[src/rtl/seq_pattern_detector_if.sv]
// Detector bundle: soft clear and qualified serial bit in; match pulse, progress, count and saturation out.
// The bench or upstream logic drives through master; the detector connects to slave.
interface seq_pattern_detector_if #(
    parameter int PAT_LEN = 4,
    parameter int CNT_W   = 8
);
    localparam int PW = $clog2(PAT_LEN + 1);

    logic             clr;
    logic             in_valid;
    logic             in_bit;
    logic             match;
    logic [PW-1:0]    progress;
    logic [CNT_W-1:0] match_cnt;
    logic             cnt_sat;

    modport master (
        output clr, in_valid, in_bit,
        input  match, progress, match_cnt, cnt_sat
    );

    modport slave (
        input  clr, in_valid, in_bit,
        output match, progress, match_cnt, cnt_sat
    );
endinterface

[src/rtl/seq_pattern_detector.sv]
// Serial PAT_LEN-bit pattern detector (KMP automaton) with saturating match counter; optional idle timeout via SEQ_DET_TIMEOUT_EN.
// Latency: match pulses one cycle after the completing accepted bit; all outputs registered.
// Backpressure: none; a bit is consumed on every in_valid cycle, gaps hold progress.
module seq_pattern_detector #(
    parameter int               PAT_LEN = 4,
    parameter logic [PAT_LEN-1:0] PATTERN = 4'b1101,
    parameter bit               OVERLAP = 1'b1,
    parameter int               CNT_W   = 8,
    parameter int               TO_CYC  = 16
) (
    input  logic                  clk,
    input  logic                  rst,
    seq_pattern_detector_if.slave sp
);
    localparam int PW = $clog2(PAT_LEN + 1);
    localparam int NS = 1 << PW;
    localparam logic [CNT_W-1:0] CNT_MAX = '1;

    if (PAT_LEN < 2 || PAT_LEN > 32) begin : g_bad_len
        $error("seq_pattern_detector: PAT_LEN must be 2..32");
    end
    if (CNT_W < 1 || CNT_W > 32) begin : g_bad_cnt
        $error("seq_pattern_detector: CNT_W must be 1..32");
    end
    if (TO_CYC < 1) begin : g_bad_to
        $error("seq_pattern_detector: TO_CYC must be >= 1");
    end

    // Bit i of the pattern in arrival order (i=0 is the first bit received).
    function automatic logic pat_bit(int i);
        logic [PAT_LEN-1:0] t;
        t = PATTERN >> (PAT_LEN - 1 - i);
        return t[0];
    endfunction

    // Longest pattern prefix that is a suffix of (prefix of length p, then b).
    function automatic int kmp_next(int p, logic b);
        int   res;
        int   len;
        int   idx;
        logic ok;
        logic sb;
        res = 0;
        len = p + 1;
        if (p < PAT_LEN) begin
            for (int k = 1; k < PAT_LEN; k++) begin
                if (k <= len) begin
                    ok = 1'b1;
                    for (int j = 0; j < PAT_LEN; j++) begin
                        if (j < k) begin
                            idx = len - k + j;
                            sb  = (idx < p) ? pat_bit(idx) : b;
                            if (sb != pat_bit(j)) ok = 1'b0;
                        end
                    end
                    if (ok) res = k;
                end
            end
        end
        return res;
    endfunction

    // Longest proper prefix of the pattern that is also its suffix.
    function automatic int fail_len();
        int   res;
        logic ok;
        res = 0;
        for (int k = 1; k < PAT_LEN; k++) begin
            ok = 1'b1;
            for (int j = 0; j < PAT_LEN; j++) begin
                if (j < k && pat_bit(PAT_LEN - k + j) != pat_bit(j)) ok = 1'b0;
            end
            if (ok) res = k;
        end
        return res;
    endfunction

    localparam logic [PW-1:0] COMPL_P = OVERLAP ? PW'(fail_len()) : '0;

    logic [PW-1:0] nxt0 [NS];
    logic [PW-1:0] nxt1 [NS];

    for (genvar g = 0; g < NS; g++) begin : g_tab
        localparam int N0 = kmp_next(g, 1'b0);
        localparam int N1 = kmp_next(g, 1'b1);
        assign nxt0[g] = PW'(N0);
        assign nxt1[g] = PW'(N1);
    end

    logic [PW-1:0]    p_q;
    logic             match_q;
    logic [CNT_W-1:0] cnt_q;
    logic             sat_q;
    logic [PW-1:0]    p_bit;
    logic             done;
    logic [CNT_W-1:0] cnt_inc;
    logic             to_hit;

    always_comb begin
        p_bit   = sp.in_bit ? nxt1[p_q] : nxt0[p_q];
        done    = (p_q == PW'(PAT_LEN - 1)) && (sp.in_bit == PATTERN[0]);
        cnt_inc = (cnt_q == CNT_MAX) ? cnt_q : cnt_q + CNT_W'(1);
    end

`ifdef SEQ_DET_TIMEOUT_EN
    localparam int IW = $clog2(TO_CYC + 1);
    logic [IW-1:0] idle_q;

    // Fires on the TO_CYC-th consecutive idle cycle with a partial match pending.
    assign to_hit = !sp.in_valid && (p_q != '0) && (idle_q == IW'(TO_CYC - 1));

    always_ff @(posedge clk) begin
        if (rst || sp.clr || sp.in_valid || p_q == '0 || to_hit) begin
            idle_q <= '0;
        end else begin
            idle_q <= idle_q + IW'(1);
        end
    end
`else
    assign to_hit = 1'b0;
`endif

    always_ff @(posedge clk) begin
        if (rst) begin
            p_q     <= '0;
            match_q <= 1'b0;
            cnt_q   <= '0;
            sat_q   <= 1'b0;
        end else if (sp.clr) begin
            p_q     <= '0;
            match_q <= 1'b0;
            cnt_q   <= '0;
            sat_q   <= 1'b0;
        end else if (sp.in_valid) begin
            if (done) begin
                match_q <= 1'b1;
                p_q     <= COMPL_P;
                cnt_q   <= cnt_inc;
                if (cnt_inc == CNT_MAX) sat_q <= 1'b1;
            end else begin
                match_q <= 1'b0;
                p_q     <= p_bit;
            end
        end else begin
            match_q <= 1'b0;
            if (to_hit) p_q <= '0;
        end
    end

    assign sp.match     = match_q;
    assign sp.progress  = p_q;
    assign sp.match_cnt = cnt_q;
    assign sp.cnt_sat   = sat_q;
endmodule

[src/flat_wrapper.sv]
// flat-port wrapper written by rule: the top's interface ports become plain ports
module seq_pattern_detector_flat 
#(
    parameter int               PAT_LEN = 4,
    parameter logic [PAT_LEN-1:0] PATTERN = 4'b1101,
    parameter bit               OVERLAP = 1'b1,
    parameter int               CNT_W   = 8,
    parameter int               TO_CYC  = 16
)
  (clk, rst, sp_clr, sp_in_valid, sp_in_bit, sp_match, sp_progress, sp_match_cnt, sp_cnt_sat);
  seq_pattern_detector_if #(.PAT_LEN(PAT_LEN), .CNT_W(CNT_W)) sp_i ();
  input  logic clk;
  input  logic rst;
  input wire logic [$bits(sp_i.clr)-1:0] sp_clr;
  input wire logic [$bits(sp_i.in_valid)-1:0] sp_in_valid;
  input wire logic [$bits(sp_i.in_bit)-1:0] sp_in_bit;
  output wire logic [$bits(sp_i.match)-1:0] sp_match;
  output wire logic [$bits(sp_i.progress)-1:0] sp_progress;
  output wire logic [$bits(sp_i.match_cnt)-1:0] sp_match_cnt;
  output wire logic [$bits(sp_i.cnt_sat)-1:0] sp_cnt_sat;
  assign sp_i.clr = sp_clr;
  assign sp_i.in_valid = sp_in_valid;
  assign sp_i.in_bit = sp_in_bit;
  assign sp_match = sp_i.match;
  assign sp_progress = sp_i.progress;
  assign sp_match_cnt = sp_i.match_cnt;
  assign sp_cnt_sat = sp_i.cnt_sat;
  seq_pattern_detector #(.PAT_LEN(PAT_LEN), .PATTERN(PATTERN), .OVERLAP(OVERLAP), .CNT_W(CNT_W), .TO_CYC(TO_CYC)) u_core (.clk(clk), .rst(rst), .sp(sp_i));
endmodule
[config.mk]
export PLATFORM = sky130hd
export DESIGN_NAME = seq_pattern_detector_flat
export DESIGN_NICKNAME = d
export VERILOG_FILES = /design/src/rtl/seq_pattern_detector_if.sv /design/src/rtl/seq_pattern_detector.sv /design/src/flat_wrapper.sv
export SDC_FILE = /design/constraint.sdc
export NUM_CORES = 1
export LEC_CHECK = 0
export CORE_MARGIN = 8
export CORE_UTILIZATION = 51
export CTS_BUF_LIST = sky130_fd_sc_hd__clkbuf_16
export DETAILED_ROUTE_END_ITERATION = 7
export PLACE_DENSITY = 0.82
export SLEW_MARGIN = 30
export SYNTH_ARGS = -nofsm -noshare
export SYNTH_HDL_FRONTEND = slang
export SYNTH_SLANG_ARGS = --single-unit
[constraint.sdc]
create_clock -name clk -period 4.55 [get_ports clk]
set_input_delay 0.455 -clock clk [delete_from_list [all_inputs] [get_ports clk]]
set_output_delay 0.455 -clock clk [all_outputs]
set_load 0.005 [all_outputs]
==> metrics.cfg <==
[finish]
drive_gt1_frac = 0.0841
layout_commonest_cell = clkdlybuf4s50_1
nets = 117
areaGrowthSynthToFinish_pct = 28.2
final_cell_mix = clkdlybuf4s50_1 (16), dfxtp_1 (12), nor2_1 (10)
stdcell_count = 123
n_antenna_cell = 0

[clock_network]
insertion_delay_ns = 0.24
clk_pin_slew_worst_paths_ns = 0.04
cts_max_path_buffers = 2
cts_sinks = 12
postCtsSetupBuffers = 0
cts_tree = built
cts.repair.resized = 0
postCtsHoldBufs = 0
htreeDepth = 1
cts_buffers = 3
cts_root_buf = clkbuf_16

[setup_path]
critical-path-top-delay-family = simple AND/OR/NAND/NOR gates
cp-startpoint = u_core.sp.match_cnt[0]$_SDFFE_PP0P_
r2r-start = u_core.sp.match_cnt[0]$_SDFFE_PP0P_
crit_cells = 6
rrSetupSlack_ns = 2.45
path_cells = ha_1 -> and4_4 -> and2_4 -> a41oi_1 -> or4_1 -> o22ai_1
critPathBufInv = 0
max_stage_delay_ns = 0.54
cp.arrival_ns = 2.26
crit_end = u_core.sp.cnt_sat$_SDFFE_PP0P_
cp_max_fo = 11
cp_data_required_time_ns = 4.71
end_kind = flop
worstReg2RegEnd = u_core.sp.cnt_sat$_SDFFE_PP0P_
cp-start-kind = flop
path_class = flop to flop
cp_slowest_cell = dfxtp_1
ff2ff_path_depth = 6

[routing]
firstDrtPassIters = 4
drcViolationCount = 0
antenna_left = 0
wirelength_mm = 1.78
vias_per_cell = 6.00
wl_per_cell_um = 14.5
vias = 738
drtIter0Drc = 25

[grt]
grt_use_total = 0.131
grt_start_max_net_pins = 13
antenna_found_initial = 0
gr-total-overflow = 0
grt_pass1_wl_mm = 2.93
grt_pass1_vias = 643

[synthesis]
synth_top_area_cell = dfxtp_1
syn_area_per_cell_um2 = 8.05
yosys.cell_types.count = 37
synth_top_flop_cell = dfxtp_1
synth-seq-cells = 12
synth-async-reset-ratio = 0
synth-edff-count = 0
ys_seq_area_frac = 0.314
synth_nets = 104
synth_top_area_share = 0.314
syn_area_um2 = 764
yosysWarnings = 0
synthTopCellsByArea = dfxtp_1 (31%), ha_1 (6.5%), mux2i_1 (5.2%)
syn_inst = 95

[timing]
fin_skew_ns = 0.00113
fin_crit_sh = 0.461
setup_tns_ns = 0
period_needed_ns = 2.10
hold_violations = 0
setup_viol_count_final = 0
fmax_ghz = 0.477
rsz0062_at_grt = no
slew_violations = 0

[die]
die_y_um = 54.7
die_w_um = 54.7
initial_core_util = 0.526
dieArea_um2 = 2990
ios = 18
core_um2 = 1450
fp-row-count = 14

[power_and_ir_drop]
p_leak_nw = 0.329
ir_drop_mv = 0.191
power.density_nw_per_um2 = 286

[worst_hold_path]
hold-path-cell-count = 2
hold_path.class = flop to flop
min-delay-start = u_core.sp.cnt_sat$_SDFFE_PP0P_

[flow_run]
max_cap_viol_count = 0

[place]
port_buffers = 16
dp.cells = 119
gp_congestion = 0.749
post-dp-hpwl_mm = 1.28

[outcome]
status = completed

-- sequential cells by signal (all words and copies together) (netlist names) --
signal,count
u_core.sp.match_cnt,8
u_core.sp.cnt_sat,1
u_core.sp.match,1
u_core.sp.progress,2
-- Yosys cell counts, types with 2 or more instances --
cell and number:
nand2_1 7, and3_1 2, buf_4 2, mux2i_1 4
o21ai_0 3, nand2b_1 2, nor2_1 10, buf_2 5
nand4_1 4, xor2_1 2, dfxtp_1 12, nand3_1 3
a31oi_1 4, ha_1 4, inv_1 3, a21oi_1 7
-- how the worst min path moves through the flow --
stage,to
3_5_place_dp,u_core.sp.cnt_sat$_SDFFE_PP0P_
5_1_grt,u_core.sp.cnt_sat$_SDFFE_PP0P_
3_3_place_gp,u_core.sp.cnt_sat$_SDFFE_PP0P_
2_1_floorplan,u_core.sp.cnt_sat$_SDFFE_PP0P_
6_report,u_core.sp.cnt_sat$_SDFFE_PP0P_
4_1_cts,u_core.sp.cnt_sat$_SDFFE_PP0P_
-- cells by family after synthesis --
logic type	count (synthesis)	share of synthesized area
xor gates and xnor gates	3	0.0344
buffers and inverters	11	0.0720
and+or+nand+nor	39	0.286
muxes	4	0.0524
DFF	12	0.314
AOI/OAI and AO/OA	21	0.170
adders and majority gates	4	0.0655
other	1	0.00491
-- per-stage QoR --
stage                     hold slack, ns  total power [mW]  setup WS, ns  utilization  instance area, µm²
after floorplan                    0.465             0.115          2.74            -                 764
after global placement             0.463             0.120          2.39        0.620                 901
after detailed placement           0.475             0.121          2.34        0.620                 901
after CTS                          0.481             0.281          2.46        0.674                 980
after global routing               0.505             0.285          2.33        0.674                 980
final                              0.474             0.280          2.45        0.674                 980
-- power breakdown --
group / switching (mW) / leakage (nW) / internal, mW / total [mW]
clock: 0.0453 / 0.0385 / 0.116 / 0.161
combinational: 0.00589 / 0.193 / 0.00640 / 0.0123
sequential: 0.000826 / 0.0968 / 0.106 / 0.107
-- worst register-to-register path: cells and delay by family (launching register included) --
kind	cells	cell delay (ns)
DFF	1	0.54
and+or+nand+nor	3	0.86
AOI/OAI and AO/OA	2	0.23
adders and majority gates	1	0.39
-- area by class of cell --
type	instances	area, µm²
clock buffer	3	75.1
clock inverter	1	3.75
fill	129	474
inverter	3	11.3
multi-input combinational	72	469
sequential	12	240
tap	16	20.0
timing repair buffer	16	160
-- metal layers --
metal	wire (µm)	track usage
met5	0	0
met4	31	0.0492
met3	139	0.0380
met2	878	0.221
met1	731	0.152
Power figures use the tool's default switching activity.
